===== src/rtl/fetch_pair_unpacker_pkg.sv =====
// fetch_pair_unpacker_pkg: shared widths, FIFO entry layout and half-select states
package fetch_pair_unpacker_pkg;
    localparam int FETCH_W = 64;
    localparam int INST_W  = 32;
    typedef struct packed {
        logic [28:0]        pc_hi;
        logic               start_hi;
        logic [FETCH_W-1:0] inst;
        logic               error;
    } fetch_entry_t;
    typedef enum logic {LO, HI} half_t;
endpackage


===== src/rtl/fetch_pair_unpacker_if.sv =====
// fetch_pair_unpacker_if: fetch-response input, instruction stream output and fill level
interface fetch_pair_unpacker_if #(parameter int PTR_W = 2);
    import fetch_pair_unpacker_pkg::*;
    logic               flush_i;
    logic               fetch_valid_i;
    logic               fetch_error_i;
    logic [FETCH_W-1:0] fetch_inst_i;
    logic [31:0]        fetch_pc_i;
    logic               fetch_accept_o;
    logic               inst_valid_o;
    logic [INST_W-1:0]  inst_o;
    logic [31:0]        inst_pc_o;
    logic               inst_error_o;
    logic               inst_ready_i;
    logic [PTR_W:0]     level_o;
    modport master (
        output flush_i, fetch_valid_i, fetch_error_i, fetch_inst_i, fetch_pc_i, inst_ready_i,
        input  fetch_accept_o, inst_valid_o, inst_o, inst_pc_o, inst_error_o, level_o
    );
    modport slave (
        input  flush_i, fetch_valid_i, fetch_error_i, fetch_inst_i, fetch_pc_i, inst_ready_i,
        output fetch_accept_o, inst_valid_o, inst_o, inst_pc_o, inst_error_o, level_o
    );
endinterface


===== src/rtl/fetch_pair_unpacker_fifo_ram.sv =====
// fetch_pair_unpacker_fifo_ram: DEPTH entry registers, one write port, async read port
module fetch_pair_unpacker_fifo_ram
    import fetch_pair_unpacker_pkg::*;
#(
    parameter int DEPTH = 4,
    parameter int PTR_W = 2
) (
    input  logic               clk_i,
    input  logic               we,
    input  logic [PTR_W-1:0]   waddr,
    input  fetch_entry_t       wdata,
    input  logic [PTR_W-1:0]   raddr,
    output fetch_entry_t       rdata
);
    fetch_entry_t mem [DEPTH];
    always_ff @(posedge clk_i)
        if (we) mem[waddr] <= wdata;
    assign rdata = mem[raddr];
endmodule


===== src/rtl/fetch_pair_unpacker.sv =====
// fetch_pair_unpacker: buffers 64-bit fetch pairs and unpacks them into a 32-bit
// valid/ready instruction stream with PC, honouring odd-word starts, errors and flush.
module fetch_pair_unpacker
    import fetch_pair_unpacker_pkg::*;
#(
    parameter int DEPTH = 4,
    parameter int PTR_W = $clog2(DEPTH)
) (
    input  logic                clk_i,
    input  logic                rst_i,
    fetch_pair_unpacker_if.slave bus
);
    logic [PTR_W-1:0] wr_ptr, rd_ptr;
    logic [PTR_W:0]   level;
    half_t            state_q, state_d;
    fetch_entry_t     head, wdata;
    logic             valid, push, fire, half, pop;

    assign valid              = level != '0;
    assign bus.fetch_accept_o = level < (PTR_W+1)'(DEPTH);
    assign push               = bus.fetch_valid_i & bus.fetch_accept_o & ~bus.flush_i;
    assign fire               = valid & bus.inst_ready_i;
    // An odd-word start behaves as if the lower half was already consumed
    assign half               = (state_q == HI) | head.start_hi;
    assign pop                = fire & (half | head.error);
    assign wdata              = '{pc_hi: bus.fetch_pc_i[31:3], start_hi: bus.fetch_pc_i[2],
                                  inst: bus.fetch_inst_i, error: bus.fetch_error_i};

    fetch_pair_unpacker_fifo_ram #(.DEPTH(DEPTH), .PTR_W(PTR_W)) u_ram (
        .clk_i (clk_i),
        .we    (push),
        .waddr (wr_ptr),
        .wdata (wdata),
        .raddr (rd_ptr),
        .rdata (head)
    );

    always_comb begin
        state_d = (bus.flush_i | pop) ? LO : fire ? HI : state_q;
    end

    always_ff @(posedge clk_i or posedge rst_i)
        if (rst_i) state_q <= LO;
        else       state_q <= state_d;

    always_ff @(posedge clk_i or posedge rst_i)
        if (rst_i) begin
            wr_ptr <= '0;
            rd_ptr <= '0;
            level  <= '0;
        end else begin
            wr_ptr <= wr_ptr + PTR_W'(push);
            rd_ptr <= bus.flush_i ? wr_ptr : rd_ptr + PTR_W'(pop);
            level  <= bus.flush_i ? '0 : level + (PTR_W+1)'(push) - (PTR_W+1)'(pop);
        end

    assign bus.inst_valid_o = valid;
    assign bus.inst_error_o = valid & head.error;
    assign bus.inst_o       = (valid & ~head.error) ? (half ? head.inst[63:32] : head.inst[31:0]) : '0;
    assign bus.inst_pc_o    = valid ? {head.pc_hi, half, 2'b00} : '0;
    assign bus.level_o      = level;

    no_push_when_full: assert property (@(posedge clk_i) disable iff (rst_i)
        bus.fetch_valid_i |-> bus.fetch_accept_o);
endmodule


===== src/flat_wrapper.sv =====
// flat-port wrapper written by rule: the top's interface ports become plain ports
module fetch_pair_unpacker_flat import fetch_pair_unpacker_pkg::*;
#(
    parameter int DEPTH = 4,
    parameter int PTR_W = $clog2(DEPTH)
)
  (clk_i, rst_i, bus_flush_i, bus_fetch_valid_i, bus_fetch_error_i, bus_fetch_inst_i, bus_fetch_pc_i, bus_inst_ready_i, bus_fetch_accept_o, bus_inst_valid_o, bus_inst_o, bus_inst_pc_o, bus_inst_error_o, bus_level_o);
  fetch_pair_unpacker_if #(.PTR_W(PTR_W)) bus_i ();
  input  logic clk_i;
  input  logic rst_i;
  input wire logic [$bits(bus_i.flush_i)-1:0] bus_flush_i;
  input wire logic [$bits(bus_i.fetch_valid_i)-1:0] bus_fetch_valid_i;
  input wire logic [$bits(bus_i.fetch_error_i)-1:0] bus_fetch_error_i;
  input wire logic [$bits(bus_i.fetch_inst_i)-1:0] bus_fetch_inst_i;
  input wire logic [$bits(bus_i.fetch_pc_i)-1:0] bus_fetch_pc_i;
  input wire logic [$bits(bus_i.inst_ready_i)-1:0] bus_inst_ready_i;
  output wire logic [$bits(bus_i.fetch_accept_o)-1:0] bus_fetch_accept_o;
  output wire logic [$bits(bus_i.inst_valid_o)-1:0] bus_inst_valid_o;
  output wire logic [$bits(bus_i.inst_o)-1:0] bus_inst_o;
  output wire logic [$bits(bus_i.inst_pc_o)-1:0] bus_inst_pc_o;
  output wire logic [$bits(bus_i.inst_error_o)-1:0] bus_inst_error_o;
  output wire logic [$bits(bus_i.level_o)-1:0] bus_level_o;
  assign bus_i.flush_i = bus_flush_i;
  assign bus_i.fetch_valid_i = bus_fetch_valid_i;
  assign bus_i.fetch_error_i = bus_fetch_error_i;
  assign bus_i.fetch_inst_i = bus_fetch_inst_i;
  assign bus_i.fetch_pc_i = bus_fetch_pc_i;
  assign bus_i.inst_ready_i = bus_inst_ready_i;
  assign bus_fetch_accept_o = bus_i.fetch_accept_o;
  assign bus_inst_valid_o = bus_i.inst_valid_o;
  assign bus_inst_o = bus_i.inst_o;
  assign bus_inst_pc_o = bus_i.inst_pc_o;
  assign bus_inst_error_o = bus_i.inst_error_o;
  assign bus_level_o = bus_i.level_o;
  fetch_pair_unpacker #(.DEPTH(DEPTH), .PTR_W(PTR_W)) u_core (.clk_i(clk_i), .rst_i(rst_i), .bus(bus_i));
endmodule

===== config.mk =====
export PLATFORM = sky130hd
export DESIGN_NAME = fetch_pair_unpacker_flat
export DESIGN_NICKNAME = d
export VERILOG_FILES = /design/src/rtl/fetch_pair_unpacker_pkg.sv /design/src/rtl/fetch_pair_unpacker_if.sv /design/src/rtl/fetch_pair_unpacker_fifo_ram.sv /design/src/rtl/fetch_pair_unpacker.sv /design/src/flat_wrapper.sv
export SDC_FILE = /design/constraint.sdc
export NUM_CORES = 1
export LEC_CHECK = 0
export CORE_ASPECT_RATIO = 0.75
export CORE_MARGIN = 2
export CORE_UTILIZATION = 50
export CTS_CLUSTER_DIAMETER = 40
export DETAILED_ROUTE_END_ITERATION = 10
export PLACE_DENSITY = 0.75
export SLEW_MARGIN = 10
export SYNTH_ARGS = -nofsm -noshare
export SYNTH_HDL_FRONTEND = slang
export SYNTH_SLANG_ARGS = --single-unit

===== constraint.sdc =====
create_clock -name clk_i -period 7.6 [get_ports clk_i]
set_input_delay 0.76 -clock clk_i [delete_from_list [all_inputs] [get_ports clk_i]]
set_output_delay 0.76 -clock clk_i [all_outputs]
set_load 0.005 [all_outputs]

==> results_dict.tcl, run 1 <==
set metrics [dict create \
    status "completed" \
    grt_max_degree 60 \
    die_w_um 204 \
    die-area_um2 31500 \
    yosysSeqAreaShare 0.773 \
    peakVddDrop_mv 0.213 \
    layout_common_cells "380 x edfxtp_1, 167 x clkdlybuf4s50_1, 95 x mux4_2, 43 x clkbuf_16" \
    worst_slew_pin_slew_ns 0.988 \
    rows 54 \
    arrival_ns 3.93 \
    timing.fmax_mhz 213 \
    powerDensity_nw_per_um2 356 \
    avgRoutedWirePerCell_um 22.6 \
    pwr-share-seq 0.418 \
    clock_latency_ns 0.53 \
    critPathSlowestCell "buf_4" \
    postCtsSetupBuffers 0 \
    cts_tree "built" \
    antenna_found_initial 3 \
    grtUsageTotal 0.192 \
    reg2reg_to "u_core.bus.level_o[2]$_DFF_PP0_" \
    hold_viol 0 \
    timing.hold.ws_ns 0.510 \
    clkPwrFrac 0.294 \
    critical_path_required_ns 6.84 \
    synth_area_leader_cell "edfxtp_1" \
    drive_gt1_frac 0.240 \
    syn_avg_cell_area_um2 21.6 \
    final.setup.tns_ns 0 \
    synth_warnings 0 \
    max_stage_delay_ns 0.85 \
    portBuffers 167 \
    pwr-share-comb 0.288 \
    cts_htree_levels 2 \
    ctsLongestPathBuffers 3 \
    routed_wl_um 29400 \
    cts_num_sinks 388 \
    drv_slew 0 \
    switchingPower_uw 1830 \
    cellLeakagePower_uw 0.00584 \
    synth_top_area_share 0.759 \
    vias 7342 \
    syn_to_final_growth_pct 22.6 \
    fill_cells 2030 \
    layout_commonest_cell "edfxtp_1" \
    finalPower_uw 6560 \
    register_area_um2 11600 \
    start_util 0.512 \
    finalCritPeriodShare 0.617 \
    r2r-start "u_core.rd_ptr[0]$_DFF_PP0_" \
    drv_cap 0 \
    synthCells 695 \
    utilization 0.628 \
    multiInputGateArea_um2 3200 \
    r2r_slack_ns 4.07 \
    drc_errors 0 \
    switching_share 0.279 \
    path_max_fanout 48 \
    cp-start-kind "register" \
    crit_path_cell_trace "buf_4, mux4_2, or3b_2, a21oi_1, clkdlybuf4s50_1" \
    vias_per_cell 5.65 \
    dp_cells 1222 \
    slew_headroom 0.341 \
    instances_no_fill 1299 \
    cts_hold_buf 0 \
    nNetsFinal 982 \
    core_um2 29300 \
    r2r_cells 11 \
    grt_pass1_wl_um 45600 \
    place_congestion 0.710 \
    syn_area_um2 15000 \
    dpl.hpwl_um 16300 \
    grt-ovfl-total 0 \
    drtAntennaViolNets 0 \
    worst-path-buf-inv 2 \
    cts-root-buf "clkbuf_16" \
    critical-path-top-delay-family "buffers and inverters" \
    end_kind "output pin" \
    grt_pass1_vias 7860 \
    ys_seq_elements 388 \
    finClkSkew_ns 0.00866 \
    crit_type "register to output pin" \
    first_iter_violations 506 \
    period_needed_ns 4.69 \
    netlist-cell-type-count 26 \
    setup_violations 0 \
    numCtsBuffers 43 \
    fp.dieH_um 154 \
    dr.pass1.iters 5 \
    yosys-top-cells-area "edfxtp_1 76%, mux4_2 14%, or3b_2 1.9%, dfrtp_1 1.3%, nor2b_1 1.3%" \
    rsz0062_at_grt "no" \
    hold_class "primary input to asynchronous set/reset pin" \
    ctsResizeCount 0 \
    internal_power_uw 4730 \
    io_pins 172 \
    clk_pin_slew_ns 0.07 \
]
==> cells by family after synthesis <==
kind of cell,count (synthesis),synth area share
mux,96,0.143
other cells,1,0.000250
simple gates,81,0.0371
flops,388,0.773
compound gates,67,0.0225
xor+xnor,4,0.00233
buf+inv,53,0.0172
fa+ha+maj,5,0.00466
==> sequential cells by signal, indices dropped and copies added (netlist names) <==
register            count
u_core.rd_ptr           2
u_core.bus.level_o      3
u_core.state_q          1
u_core.u_ram.mem      380
u_core.wr_ptr           2
==> through the flow <==
stage	worst slack, ns	area [um^2]
2_1_floorplan	1.81	15000
3_3_place_gp	3.38	17100
3_5_place_dp	3.37	17100
4_1_cts	2.77	18400
5_1_grt	2.56	18400
6_report	2.91	18400
==> how the worst max path moves through the flow <==
| stage | to | depth (start not counted) | from | slack (ns) |
|---|---|---|---|---|
| 4_1_cts | bus_inst_o[31] | 5 | u_core.rd_ptr[0]$_DFF_PP0_ | 2.77 |
| 2_1_floorplan | u_core.u_ram.mem[1][0]$_DFFE_PP_ | 6 | bus_flush_i | 1.81 |
| 5_1_grt | bus_inst_o[31] | 5 | u_core.rd_ptr[0]$_DFF_PP0_ | 2.56 |
| 6_report | bus_inst_o[31] | 5 | u_core.rd_ptr[0]$_DFF_PP0_ | 2.91 |
| 3_3_place_gp | bus_inst_o[31] | 5 | u_core.rd_ptr[0]$_DFF_PP0_ | 3.38 |
| 3_5_place_dp | bus_inst_o[31] | 5 | u_core.rd_ptr[0]$_DFF_PP0_ | 3.37 |
==> power groups by stage <==
stage	Combinational [uW]	Clock (uW)	Sequential [uW]
floorplan	1260	0	2690
global placement	1910	0	2780
detailed placement	1920	0	2800
CTS	1930	1970	2750
global route	2050	2050	2770
finish	1890	1930	2750
==> synth_stat cells <==
cell type	instances
edfxtp_1	380
mux4_2	95
a21oi_1	33
o21ai_0	33
or3b_2	32
nor2b_1	31
clkbuf_1	30
buf_4	8
dfrtp_1	8
inv_1	7
nor2_1	7
buf_2	5
ha_1	4
nand2_1	4
buf_6	3
nor3_1	3
xnor2_1	3
and3_1	1
conb_1	1
fa_1	1
mux2_2	1
nor3b_1	1
o31ai_1	1
or2_1	1
or4_1	1
xor2_1	1
==> worst register-to-register path: stages, from the launching register on <==
cell and delay (ns):
dfrtp_4 0.82, mux4_2 0.91, nor3_1 0.29, nor2_1 0.09, ha_1 0.30, inv_1 0.06
ha_1 0.13, inv_1 0.05, fa_1 0.40, xnor2_1 0.17, xnor2_1 0.14, nor2_1 0.06
==> metal layers <==
layer  track usage  vias to the layer above  share of wire
met5             0                        -        0.00031
met4        0.0562                        2          0.019
met3        0.0462                       52          0.071
met2         0.310                      262           0.49
met1         0.263                     3803           0.42
li1              -                     3223              -
==> area by class of cell <==
class	count	area share
Multi-Input combinational cell	255	0.174
Timing Repair Buffer	180	0.0960
Inverter	7	0.00143
Antenna cell	2	0.000272
Clock buffer	48	0.0594
Sequential cell	388	0.631
Clock inverter	27	0.0120
Tap cell	392	0.0266
(Power assumes the default switching activity.)
==> inputs of run 2 (changes only) <==
==> constraint.sdc (replaced) <==
create_clock -name clk_i -period 4.3 [get_ports clk_i]
set_input_delay 0.43 -clock clk_i [delete_from_list [all_inputs] [get_ports clk_i]]
set_output_delay 0.43 -clock clk_i [all_outputs]
set_load 0.005 [all_outputs]
==> results_dict.tcl, run 2 (synthesized netlist as in run 1, its figures left out) <==
set metrics [dict create \
    status "completed" \
    ctsLongestPathBuffers 3 \
    drtAntennaViolNets 0 \
    grt_max_degree 72 \
    finalPower_uw 11800 \
    nNetsFinal 983 \
    syn_to_final_growth_pct 23.6 \
    final_area_um2 18600 \
    portBuffers 167 \
    end_kind "output pin" \
    grt_pass1_vias 7812 \
    arrival_ns 3.49 \
    utilization 0.634 \
    hold_class "primary input to asynchronous set/reset pin" \
    rsz0062_at_grt "no" \
    dpl.hpwl_um 15700 \
    numCtsBuffers 43 \
    period_needed_ns 3.92 \
    crit_path_cell_trace "buf_4, mux4_2, or3b_2, a21oi_1, clkdlybuf4s50_1" \
    postCtsSetupBuffers 0 \
    cellLeakagePower_uw 0.00590 \
    r2r-start "u_core.rd_ptr[1]$_DFF_PP0_" \
    cts_hold_buf 0 \
    cts_htree_levels 2 \
    diodes 0 \
    cts_tree "built" \
    dpl-instance-area_um2 17200 \
    finalCritPeriodShare 0.913 \
    clock_latency_ns 0.54 \
    clk_pin_slew_ns 0.06 \
    regMostFlops "u_core.u_ram.mem" \
    antenna_found_initial 2 \
    grt_pass1_wl_um 44600 \
    vias_per_cell 5.65 \
    powerDensity_nw_per_um2 638 \
    die-area_um2 31500 \
    core_um2 29300 \
    critPathSlowestCell "buf_4" \
    drv_cap 0 \
    largest_reg_flops 380 \
    max_stage_delay_ns 0.80 \
    fin_ws_ns 0.376 \
    first_iter_violations 505 \
    critPathLaunch "u_core.rd_ptr[0]$_DFF_PP0_" \
    timing.fmax_mhz 255 \
    hold_viol 0 \
    drv_slew 0 \
    layout_common_cells "380 x edfxtp_1, 167 x clkdlybuf4s50_1, 95 x mux4_2, 45 x clkbuf_16" \
    cts-root-buf "clkbuf_16" \
    die_w_um 204 \
    critical-path-top-delay-family "buffers and inverters" \
    vias 7357 \
    final.setup.tns_ns 0 \
    fp.dieH_um 154 \
    path_max_fanout 49 \
    place_congestion 0.740 \
    rows 54 \
    worst_slew_pin_slew_ns 1.03 \
    peakVddDrop_mv 0.425 \
    slew_headroom 0.314 \
    start_util 0.512 \
    io_pins 172 \
    cp-start-kind "register" \
    crit_type "register to output pin" \
    grtUsageTotal 0.188 \
    routed_wl_um 29100 \
    finClkSkew_ns 0.0103 \
    ctsResizeCount 0 \
    worst-path-buf-inv 2 \
    place_ws_ns 0.871 \
    fill_cells 2001 \
    setup_violations 0 \
    layout_commonest_cell "edfxtp_1" \
    cts_num_sinks 388 \
    drive_gt1_frac 0.236 \
    dr.pass1.iters 4 \
    critical_path_required_ns 3.87 \
    grt-ovfl-total 0 \
    drc_errors 0 \
    avgRoutedWirePerCell_um 22.4 \
]
## run 2: changes by cell type in the layout (fill, tap and decap cells not counted), moves of 3 or more
cell,previous run,this run
clkinv_2,7,3
clkbuf_1,5,8
bufinv_16,1,4
inv_8,3,0
buf_12,0,3
clkinv_1,3,7
## run 2: path summary, 6_finish.rpt
| path | endpoint | slack [ns] | cells after the start |
|---|---|---|---|
| worst max-delay path | bus_inst_o[1] | 0.38 | 5 |
| worst min-delay path | u_core.wr_ptr[1]$_DFF_PP0_ | 0.17 | 2 |
| worst max register to register | u_core.bus.level_o[2]$_DFF_PP0_ | 1.16 | 11 |
| worst min register to register | u_core.wr_ptr[1]$_DFF_PP0_ | 0.69 | 1 |
| max in group asynchronous | u_core.rd_ptr[0]$_DFF_PP0_ | 3.85 | 2 |
| min in group clk_i | u_core.u_ram.mem[0][31]$_DFFE_PP_ | 0.52 | 1 |
## run 2: cell type report
cell class              instances  area [um^2]  area share
flip-flops and latches        388        11600       0.626
multi-input cells             255         3200       0.172
repair buffers                181         1810      0.0977
clock buffers                  53         1160      0.0622
well taps                     392          490      0.0264
clock inverters                26          270      0.0145
inverters                       7         26.3     0.00141
## run 2: metal layers
layer	vias to the layer above	global-route usage	routed length, um
met1	3860	0.255	12200
met2	220	0.308	14400
met4	2	0.0483	439
met3	39	0.0492	2040
li1	3236	-	-
met5	-	0	14
## run 2: per-stage QoR
stage | hold WS (ns) | instances
final | 0.172 | 1302
after global routing | 0.187 | 1302
after CTS | 0.152 | 1302
after detailed placement | 0.681 | 1223
after global placement | 0.656 | 1223
after floorplan | 0.246 | 696
## run 2: where the power goes
part / switching, uW / internal (uW)
clock network: 1460 / 2170
registers: 179 / 4570
logic: 1570 / 1900
